--- src/rtl/i2s_pkg.sv ---
// Shared I2S definitions: sample-size codes, channel encoding and receiver FSM states.
// Used by both the I2S transmitter and receiver so framing stays consistent.
package i2s_pkg;

  localparam logic [3:0] S_8BIT  = 4'd0;
  localparam logic [3:0] S_12BIT = 4'd1;
  localparam logic [3:0] S_16BIT = 4'd3;
  localparam logic [3:0] S_24BIT = 4'd4;
  localparam logic [3:0] S_32BIT = 4'd5;

  // WS level for each channel
  localparam logic LEFT  = 1'b0;
  localparam logic RIGHT = 1'b1;

  localparam logic [1:0] ST_HUNT  = 2'd0;
  localparam logic [1:0] ST_LEFT  = 2'd1;
  localparam logic [1:0] ST_RIGHT = 2'd2;

  // Unlisted codes fall back to full 32-bit words.
  function automatic logic [5:0] size_decode(input logic [3:0] code);
    logic [5:0] bits;
    case (code)
      S_8BIT:  bits = 6'd8;
      S_12BIT: bits = 6'd12;
      S_16BIT: bits = 6'd16;
      S_24BIT: bits = 6'd24;
      S_32BIT: bits = 6'd32;
      default: bits = 6'd32;
    endcase
    return bits;
  endfunction

endpackage

--- src/rtl/i2s_rx_sync.sv ---
// Brings SCK, WS and SD into the clk domain and produces a one-cycle strobe
// per SCK falling edge, with WS/SD delayed to line up with that strobe.
module i2s_rx_sync (
  input  logic clk,
  input  logic rst,
  input  logic sck_in,
  input  logic ws_in,
  input  logic sd_in,
  output logic ws_s,
  output logic sd_s,
  output logic bit_strobe
);

  logic [1:0] sck_sync_q;
  logic [1:0] ws_sync_q;
  logic [1:0] sd_sync_q;
  logic       sck_prev_q;
  logic       strobe_q;
  logic       ws_q;
  logic       sd_q;

  // NOTE: state registers use non-blocking assignments so every flop samples
  // the pre-edge value of its neighbour; blocking here would collapse the chain.
  always_ff @(posedge clk) begin
    if (rst) begin
      sck_sync_q <= 2'b00;
      ws_sync_q  <= 2'b00;
      sd_sync_q  <= 2'b00;
      sck_prev_q <= 1'b0;
      strobe_q   <= 1'b0;
      ws_q       <= 1'b0;
      sd_q       <= 1'b0;
    end else begin
      sck_sync_q <= {sck_sync_q[0], sck_in};
      ws_sync_q  <= {ws_sync_q[0], ws_in};
      sd_sync_q  <= {sd_sync_q[0], sd_in};
      sck_prev_q <= sck_sync_q[1];
      // Registered edge detect; WS/SD get the same extra stage to stay aligned.
      strobe_q   <= sck_prev_q & ~sck_sync_q[1];
      ws_q       <= ws_sync_q[1];
      sd_q       <= sd_sync_q[1];
    end
  end

  assign ws_s       = ws_q;
  assign sd_s       = sd_q;
  assign bit_strobe = strobe_q;

endmodule

--- src/rtl/i2s_receiver.sv ---
// I2S receiver: deserializes left/right words of a programmable size and
// presents each complete stereo frame through a one-entry valid/ready register.
module i2s_receiver
  import i2s_pkg::*;
#(
  parameter bit MSB_FIRST = 1'b0
) (
  input  logic        clk,
  input  logic        rst,
  input  logic        sck_in,
  input  logic        ws_in,
  input  logic        sd_in,
  input  logic [3:0]  sample_size,
  output logic [31:0] sample_left,
  output logic [31:0] sample_right,
  output logic        valid,
  input  logic        ready,
  output logic        overrun,
  output logic        short_word
);

  logic ws_s;
  logic sd_s;
  logic bit_strobe;

  i2s_rx_sync u_sync (
    .clk        (clk),
    .rst        (rst),
    .sck_in     (sck_in),
    .ws_in      (ws_in),
    .sd_in      (sd_in),
    .ws_s       (ws_s),
    .sd_s       (sd_s),
    .bit_strobe (bit_strobe)
  );

  logic [1:0]  state_q, state_d;
  logic [5:0]  bit_cnt_q, bit_cnt_d;
  logic [5:0]  size_q, size_d;
  logic        ws_prev_q, ws_prev_d;
  logic [31:0] word_q, word_d;
  logic [31:0] left_hold_q, left_hold_d;
  logic        frame_bad_q, frame_bad_d;
  logic [31:0] out_left_q, out_left_d;
  logic [31:0] out_right_q, out_right_d;
  logic        valid_q, valid_d;
  logic        overrun_q, overrun_d;
  logic        short_q, short_d;

  logic        chan_ws;
  logic        chan_short;
  logic        frame_done;

  assign chan_ws    = (state_q == ST_LEFT) ? LEFT : RIGHT;
  assign chan_short = (bit_cnt_q < size_q);

  // NOTE: every variable driven here gets a default first, so no path can
  // leave one unassigned and infer a latch.
  always_comb begin
    state_d     = state_q;
    bit_cnt_d   = bit_cnt_q;
    size_d      = size_q;
    ws_prev_d   = ws_prev_q;
    word_d      = word_q;
    left_hold_d = left_hold_q;
    frame_bad_d = frame_bad_q;
    short_d     = 1'b0;
    frame_done  = 1'b0;

    if (bit_strobe) begin
      ws_prev_d = ws_s;
      case (state_q)
        ST_HUNT: begin
          if (ws_s == LEFT && ws_prev_q == RIGHT) begin
            state_d     = ST_LEFT;
            size_d      = size_decode(sample_size);
            frame_bad_d = 1'b0;
            word_d      = {31'd0, sd_s};
            bit_cnt_d   = 6'd1;
          end
        end
        ST_LEFT, ST_RIGHT: begin
          if (ws_s == chan_ws) begin
            if (chan_short) begin
              if (MSB_FIRST) word_d = {word_q[30:0], sd_s};
              else           word_d[bit_cnt_q[4:0]] = sd_s;
            end
            if (bit_cnt_q != 6'd32) bit_cnt_d = bit_cnt_q + 6'd1;
          end else begin
            // WS flip: this strobe's bit is already bit 0 of the next channel.
            short_d   = chan_short;
            word_d    = {31'd0, sd_s};
            bit_cnt_d = 6'd1;
            if (state_q == ST_LEFT) begin
              left_hold_d = word_q;
              frame_bad_d = chan_short;
              state_d     = ST_RIGHT;
            end else begin
              frame_done  = !frame_bad_q && !chan_short;
              size_d      = size_decode(sample_size);
              frame_bad_d = 1'b0;
              state_d     = ST_LEFT;
            end
          end
        end
        default: state_d = ST_HUNT;
      endcase
    end

    out_left_d  = out_left_q;
    out_right_d = out_right_q;
    valid_d     = valid_q;
    overrun_d   = overrun_q;
    if (frame_done) begin
      out_left_d  = left_hold_q;
      out_right_d = word_q;
      valid_d     = 1'b1;
      if (valid_q && !ready) overrun_d = 1'b1;
    end else if (valid_q && ready) begin
      valid_d = 1'b0;
    end
  end

  always_ff @(posedge clk) begin
    if (rst) begin
      state_q     <= ST_HUNT;
      bit_cnt_q   <= 6'd0;
      size_q      <= 6'd32;
      ws_prev_q   <= 1'b0;
      word_q      <= 32'd0;
      left_hold_q <= 32'd0;
      frame_bad_q <= 1'b0;
      out_left_q  <= 32'd0;
      out_right_q <= 32'd0;
      valid_q     <= 1'b0;
      overrun_q   <= 1'b0;
      short_q     <= 1'b0;
    end else begin
      state_q     <= state_d;
      bit_cnt_q   <= bit_cnt_d;
      size_q      <= size_d;
      ws_prev_q   <= ws_prev_d;
      word_q      <= word_d;
      left_hold_q <= left_hold_d;
      frame_bad_q <= frame_bad_d;
      out_left_q  <= out_left_d;
      out_right_q <= out_right_d;
      valid_q     <= valid_d;
      overrun_q   <= overrun_d;
      short_q     <= short_d;
    end
  end

  assign sample_left  = out_left_q;
  assign sample_right = out_right_q;
  assign valid        = valid_q;
  assign overrun      = overrun_q;
  assign short_word   = short_q;

endmodule

--- config.mk ---
export PLATFORM = sky130hd
export DESIGN_NAME = i2s_receiver
export DESIGN_NICKNAME = d
export VERILOG_FILES = /design/src/rtl/i2s_pkg.sv /design/src/rtl/i2s_rx_sync.sv /design/src/rtl/i2s_receiver.sv
export SDC_FILE = /design/constraint.sdc
export NUM_CORES = 1
export LEC_CHECK = 0
export ABC_AREA = 1
export BUFFER_PORTS_ARGS = -buffer_cell sky130_fd_sc_hd__buf_2
export CAP_MARGIN = 20
export CELL_PAD_IN_SITES_DETAIL_PLACEMENT = 0
export CELL_PAD_IN_SITES_GLOBAL_PLACEMENT = 1
export CORE_UTILIZATION = 35
export DETAILED_ROUTE_END_ITERATION = 12
export PLACE_DENSITY = 0.81
export SETUP_SLACK_MARGIN = 0.4
export SLEW_MARGIN = 20
export SYNTH_ARGS = -nofsm -noshare
export SYNTH_HDL_FRONTEND = slang
export SYNTH_SLANG_ARGS = --single-unit
--- constraint.sdc ---
create_clock -name clk -period 2.1 [get_ports clk]
set_input_delay 0 -clock clk [delete_from_list [all_inputs] [get_ports clk]]
set_output_delay 0 -clock clk [all_outputs]
set_load 0.02 [all_outputs]
Yosys cells after proc, flatten, opt, wreduce, memory -nomap -nowiden
Index checks and enable logic that the tools add are counted.
Widths: inputs -> output; s select.
{"block": "totals", "ff_bits": 157, "in_bits": 10, "out_inout_bits": 67, "wordCells": 93}
{"block": "classes", "n_addsub": 1, "magnitude_cmp": 3, "eq_ne": 12, "n_mux": 31, "n_bitwise": 6, "reduce_logical": 21}
{"op": "$mux 32", "count": 3}
{"op": "$pmux 32 s2", "count": 1}
{"op": "$mux 6", "count": 6}
{"op": "$bwmux 32", "count": 1}
{"op": "$pmux 6 s2", "count": 2}
{"op": "$pmux 6 s4", "count": 1}
{"op": "$reduce_and 4->1", "count": 4}
{"op": "$mux 1", "count": 11}
{"op": "$add 6x1->6 const B", "count": 1}
{"op": "$lt 5x6->1 const B", "count": 1}
{"op": "$lt 6x6->1", "count": 1}
{"op": "$mux 2", "count": 3}
{"op": "$ne 2x2->1 const B", "count": 3}
{"op": "$ne 3x3->1 const B", "count": 2}
{"op": "$ne 6x6->1 const B", "count": 1}
{"op": "$demux 1 s5", "count": 1}
{"op": "$ge 5x1->1 const B", "count": 1}
{"op": "$logic_and 1x1->1", "count": 5}
{"op": "$not 1->1", "count": 5}
{"op": "$reduce_and 5->1", "count": 1}
{"op": "$eq 4x1->1 const B", "count": 1}
{"op": "$eq 4x2->1 const B", "count": 1}
{"op": "$eq 4x3->1 const B", "count": 1}
{"op": "$logic_not 4->1", "count": 1}
{"op": "other kinds (13)", "count": 16}

Depth between registers and ports, before layout
{"block": "depth", "word_depth": 8, "ltp_mapped": 12, "mapped_depth_nobuf": 11}

Hierarchy
From an unflattened synthesis, not the netlist that was laid out.
{"block": "unflattened", "hier_cells": 853, "hier_area_um2": 6314.8}
{"mod": "i2s_receiver", "n_inst": 1, "cells_each": 822, "area_each_um2": 6028.3, "seq_area_each_um2": 2902.8}
{"mod": "i2s_rx_sync", "n_inst": 1, "cells_each": 31, "area_each_um2": 286.5, "seq_area_each_um2": 200.2}

Least setup slack after synthesis
No wires, ideal clock.
{"block": "synth_path", "path_kind": "register to register", "start": "reg state_q[1]", "end": "reg out_left_q[0], in the netlist sample_left[0]", "setup_ns": 0.119, "t_arrival_ns": 1.847, "required_time_ns": 1.981, "slack_ns": 0.134, "stages_incl_launch_ff": 11, "path_buffers": 2, "synth_period_minus_slack_ns": 1.966, "cell_sequence": "dfxtp_1 inv_1 ha_1 ha_1 nand3b_1 nor3_1 nand2_4 inv_4 buf_6 buf_4 a21oi_1"}
{"block": "synth_between", "elab_chain_len": 6, "elab_cells_between_ends": 9, "classes_between": "eq/ne (3); mux (5); reduce/logical (1)"}
{"element": "from (decl)", "line_no": "i2s_receiver.sv:37", "rtl": "logic [1:0] state_q, state_d;"}
{"element": "from (signal assigned)", "line_no": "i2s_receiver.sv:139", "rtl": "state_q <= state_d;"}
{"element": "$eq 2x1->1", "line_no": "i2s_receiver.sv:54, i2s_receiver.sv:72, i2s_receiver.sv:94"}
{"element": "$mux 1", "line_no": "i2s_receiver.sv:54", "rtl": "assign chan_ws = (state_q == ST_LEFT) ? LEFT : RIGHT;"}
{"element": "$eq 1x1->1", "line_no": "i2s_receiver.sv:83", "rtl": "if (ws_s == chan_ws) begin"}
{"element": "$mux 1", "line_no": "i2s_receiver.sv:83"}
{"element": "$mux 1 (*)", "line_no": "i2s_receiver.sv:72", "rtl": "case (state_q)"}
{"element": "$mux 1 (*)", "line_no": "i2s_receiver.sv:70", "rtl": "if (bit_strobe) begin"}
{"element": "to (signal assigned)", "line_no": "i2s_receiver.sv:146", "rtl": "out_left_q <= out_left_d;"}
{"element": "to (decl)", "line_no": "i2s_receiver.sv:44", "rtl": "logic [31:0] out_left_q, out_left_d;"}
Mark *: on every way between the ends. The rest lies on a longest branch, timed or not.
A chain may end at the register's enable or synchronous reset.

Worst setup path in the final report
{"block": "layout_path", "start": "reg state_q[1]", "end": "reg out_right_q[19], in the netlist sample_right[19]"}
{"block": "layout_between", "elab_chain_len": 6, "elab_cells_between_ends": 9, "classes_between": "eq/ne (3); mux (5); reduce/logical (1)"}
{"element": "$eq 2x1->1", "line_no": "i2s_receiver.sv:54, i2s_receiver.sv:72, i2s_receiver.sv:94"}
{"element": "$mux 1", "line_no": "i2s_receiver.sv:54"}
{"element": "$eq 1x1->1", "line_no": "i2s_receiver.sv:83"}
{"element": "$mux 1", "line_no": "i2s_receiver.sv:83"}
{"element": "$mux 1 (*)", "line_no": "i2s_receiver.sv:72"}
{"element": "$mux 1 (*)", "line_no": "i2s_receiver.sv:70"}
{"element": "to (signal assigned)", "line_no": "i2s_receiver.sv:147", "rtl": "out_right_q <= out_right_d;"}
{"element": "to (decl)", "line_no": "i2s_receiver.sv:45", "rtl": "logic [31:0] out_right_q, out_right_d;"}
Marks and branches as above.

==> run metrics <==
Cell variety after synth=25; placed cells=around 1100; Root Buffer=clkbuf_16; Worst Tran Pin Value=620.7 ps; DRT Wirelength=17.29 mm; Reg clk slew, reported paths=approximately 60 ps; Final Max Slew Viols=0; HPWL Detailed=around 9.4 mm; vias per cell=between 4 and 5; sequential cell area fraction in the yosys report=0.4978; CP Max Fanout=8; Slew Limit Headroom=0.5830; Final period util=0.9158; gr ovfl total=0; vias in the first global route=5059; status=finished, final reports clean; flops & latches, synth=155; setup slack after layout=176.8 ps; IO buf count=76; Detailed Routing Iterations Pass 1=5; WHS=67.58 ps; vias post-DR=between 5000 and 6000; number of max-cap violations=0; CTS Sinks=about 160; Core Box Area=17360 um^2; CP most frequent cell=ha_4; commonest cells after routing, fill and taps aside=151 x dfxtp_1, 112 x nor2_1, 103 x nand2_1; GRT Total Usage=0.1784; post-synth top area cell=dfxtp_1; DRC errors left=0; Syn Area/Cell=around 7.5 um^2; internal power=4.739 mW; CTS H-tree lvls=4; clock network fraction of design power=0.492; Final ANT Viol Nets=0; TritonCTS clock tree=done; placed cell area=just under 7000 um^2; fill count=roughly 1600; post-synth top area share=0.4978; Worst Hold Class=in -> reg; Pleak=roughly 3.7 nW; die area=18350 um^2; Worst EP required=~2500 ps; std cell rows=48; Final Hold Viols=0; Max Clock Freq=a little over 0.5 GHz; Register Area=3108 um^2; worst-path cell chain=inv_4 -> ha_4 -> ha_4 -> nand3b_1 -> nor3_2 -> nand2_4 -> clkinv_8 -> buf_12 -> clkbuf_16 -> nor2_4 -> nor2_1; footprint of the multi-input gates=slightly above 3000 um^2; DIE HEIGHT=between 100 and 150 um; Clock Tree Buf Depth=2; CP Launch Type=register; synth-to-layout area growth=43.40%; synth warn=0; Crit-path slowest cell=dfxtp_2; NetSw=between 1 and 1.5 mW; kind of critical path=reg -> reg; setup_tns=0 ps; Worst Setup End Kind=register; I/O pin count=77; WP data arrival=2280 ps; Total Nets Final=973; CTS buffer count=17; Power Density=slightly below 700 nW/um^2; Layout Cells excl Fill=around 1200; Cell Area, Synth=6233 um^2; Slowest Stage Delay on Critical Path=between 300 and 400 ps; RSZ-0062 raised after global routing=yes; largest cells by area after synthesis=dfxtp_1 50%, o21ai_0 8.6%, nor2_1 8.1%, nand2_1 7.8%, a21oi_1 7.7%; most common cell after layout, fill and taps aside=dfxtp_1; Final Cell Area=~9000 um^2; final setup vio count=0; initial antenna violation count=0; worst skew pair latency=about 420 ps; Gate Count Post-Synth=~830; first-pass GRT wire length=approximately 26 mm; Initial Util=0.3591; combinational power share=0.022; WL per Instance=between 10 and 15 um; fin crit period=1923 ps; Synthesized Nets=about 850; Worst VDD drop=roughly 0.54 mV; sequential power share=0.486; DP Worst Slack=roughly 54 ps; Diodes inserted=0; drt initial violations=a little under 400; Net Sw Frac=0.2197; skew final=between 9 and 10 ps; Die Wd=135.5 um; pin count of the biggest net entering global routing=56; share of cells above drive strength 1=0.2811; global placer's final weighted congestion=a little over 0.8
synth_stat cells:
master      n
a21oi_2     1
o21a_1      1
nor2_1    134
inv_4       1
ha_1       12
dfxtp_1   155
a21oi_1    96
o211ai_1    2
nor3_1      7
nand3b_1   19
inv_2       1
nor2_4      1
nand4_1     3
buf_4       6
a31oi_1     2
buf_1       2
nand3_1    31
buf_6       2
o21ai_0   107
clkbuf_1   31
a211oi_1    2
buf_2      10
nand2_1   129
nand2_4     2
inv_1      75
worst paths after layout:
kind	start	endpoint	slack (ps)	cells past startpoint
max	state_q[1]	sample_right[19]	180	11
min	rst	u_sync.bit_strobe	70	4
max reg2reg	state_q[1]	sample_right[19]	180	11
min reg2reg	u_sync.ws_sync_q[1]	u_sync.ws_s	400	2
sequential cells by signal, indices dropped and copies added, names as in the netlist:
name	cells
ws_prev_q	1
state_q	2
overrun	1
left_hold_q	32
valid	1
u_sync.sd_s	1
frame_bad_q	1
u_sync.bit_strobe	1
word_q	32
u_sync.ws_s	1
bit_cnt_q	6
u_sync.sck_prev_q	1
u_sync.ws_sync_q	2
u_sync.sd_sync_q	2
size_q	4
u_sync.sck_sync_q	2
sample_left	32
sample_right	32
short_word	1
worst max-delay path: cells and delay by family (launching register included):
kind	cells	cell delay (ps)
buffers and inverters	4	470
and+or+nand+nor	5	650
DFF	1	350
adders and majority gates	2	370
logic make-up after synthesis:
family | count (synthesis) | share of synthesized area
buffers and inverters | 128 | 0.08551
flip-flops | 155 | 0.4978
AND/OR/NAND/NOR | 326 | 0.2202
AO/OA/AOI/OAI | 211 | 0.1724
adder cells (fa/ha/maj) | 12 | 0.02409
layout make-up:
| cell class | count | area share |
|---|---|---|
| clock buffers | 21 | 0.05263 |
| clock inverters | 11 | 0.01246 |
| inverters | 77 | 0.03597 |
| multi-input cells | 549 | 0.3394 |
| flip-flops and latches | 155 | 0.3477 |
| well taps | 225 | 0.03149 |
| repair buffers | 151 | 0.1803 |
per-stage QoR:
stage | total power [mW] | utilization
3_3_place_gp | 3.129 | 0.3996
4_1_cts | 6.132 | 0.4688
5_1_grt | 6.292 | 0.5150
2_1_floorplan | 3.090 | -
6_report | 6.074 | 0.5150
3_5_place_dp | 3.130 | 0.3996
power groups by stage:
| stage | Clock, mW | Sequential [mW] | Combinational [mW] |
|---|---|---|---|
| finish | 2.99 | 2.95 | 0.136 |
| global route | 3.19 | 2.95 | 0.154 |
| global placement | 0 | 3.02 | 0.113 |
| CTS | 3.05 | 2.95 | 0.129 |
| detailed placement | 0 | 3.02 | 0.113 |
| floorplan | 0 | 3.02 | 0.0743 |
timing repair:
action                                 CTS  global route
resized for setup                       47           127
hold buffers                            11             0
cloned                                   9            14
setup buffers                           13            11
setup endpoints to repair              108           121
endpoints found under the hold margin    9             0
pin swaps                               25            52
per-layer routing:
layer  wire length (um)  vias up  global-route usage
met5                  0        -                   0
met4                465        0             0.06242
met3                640       29             0.04564
met2               8052      123              0.2781
met1               8128     2661              0.2376
li1                   -     2941                   -
(Power assumes the default switching activity.)
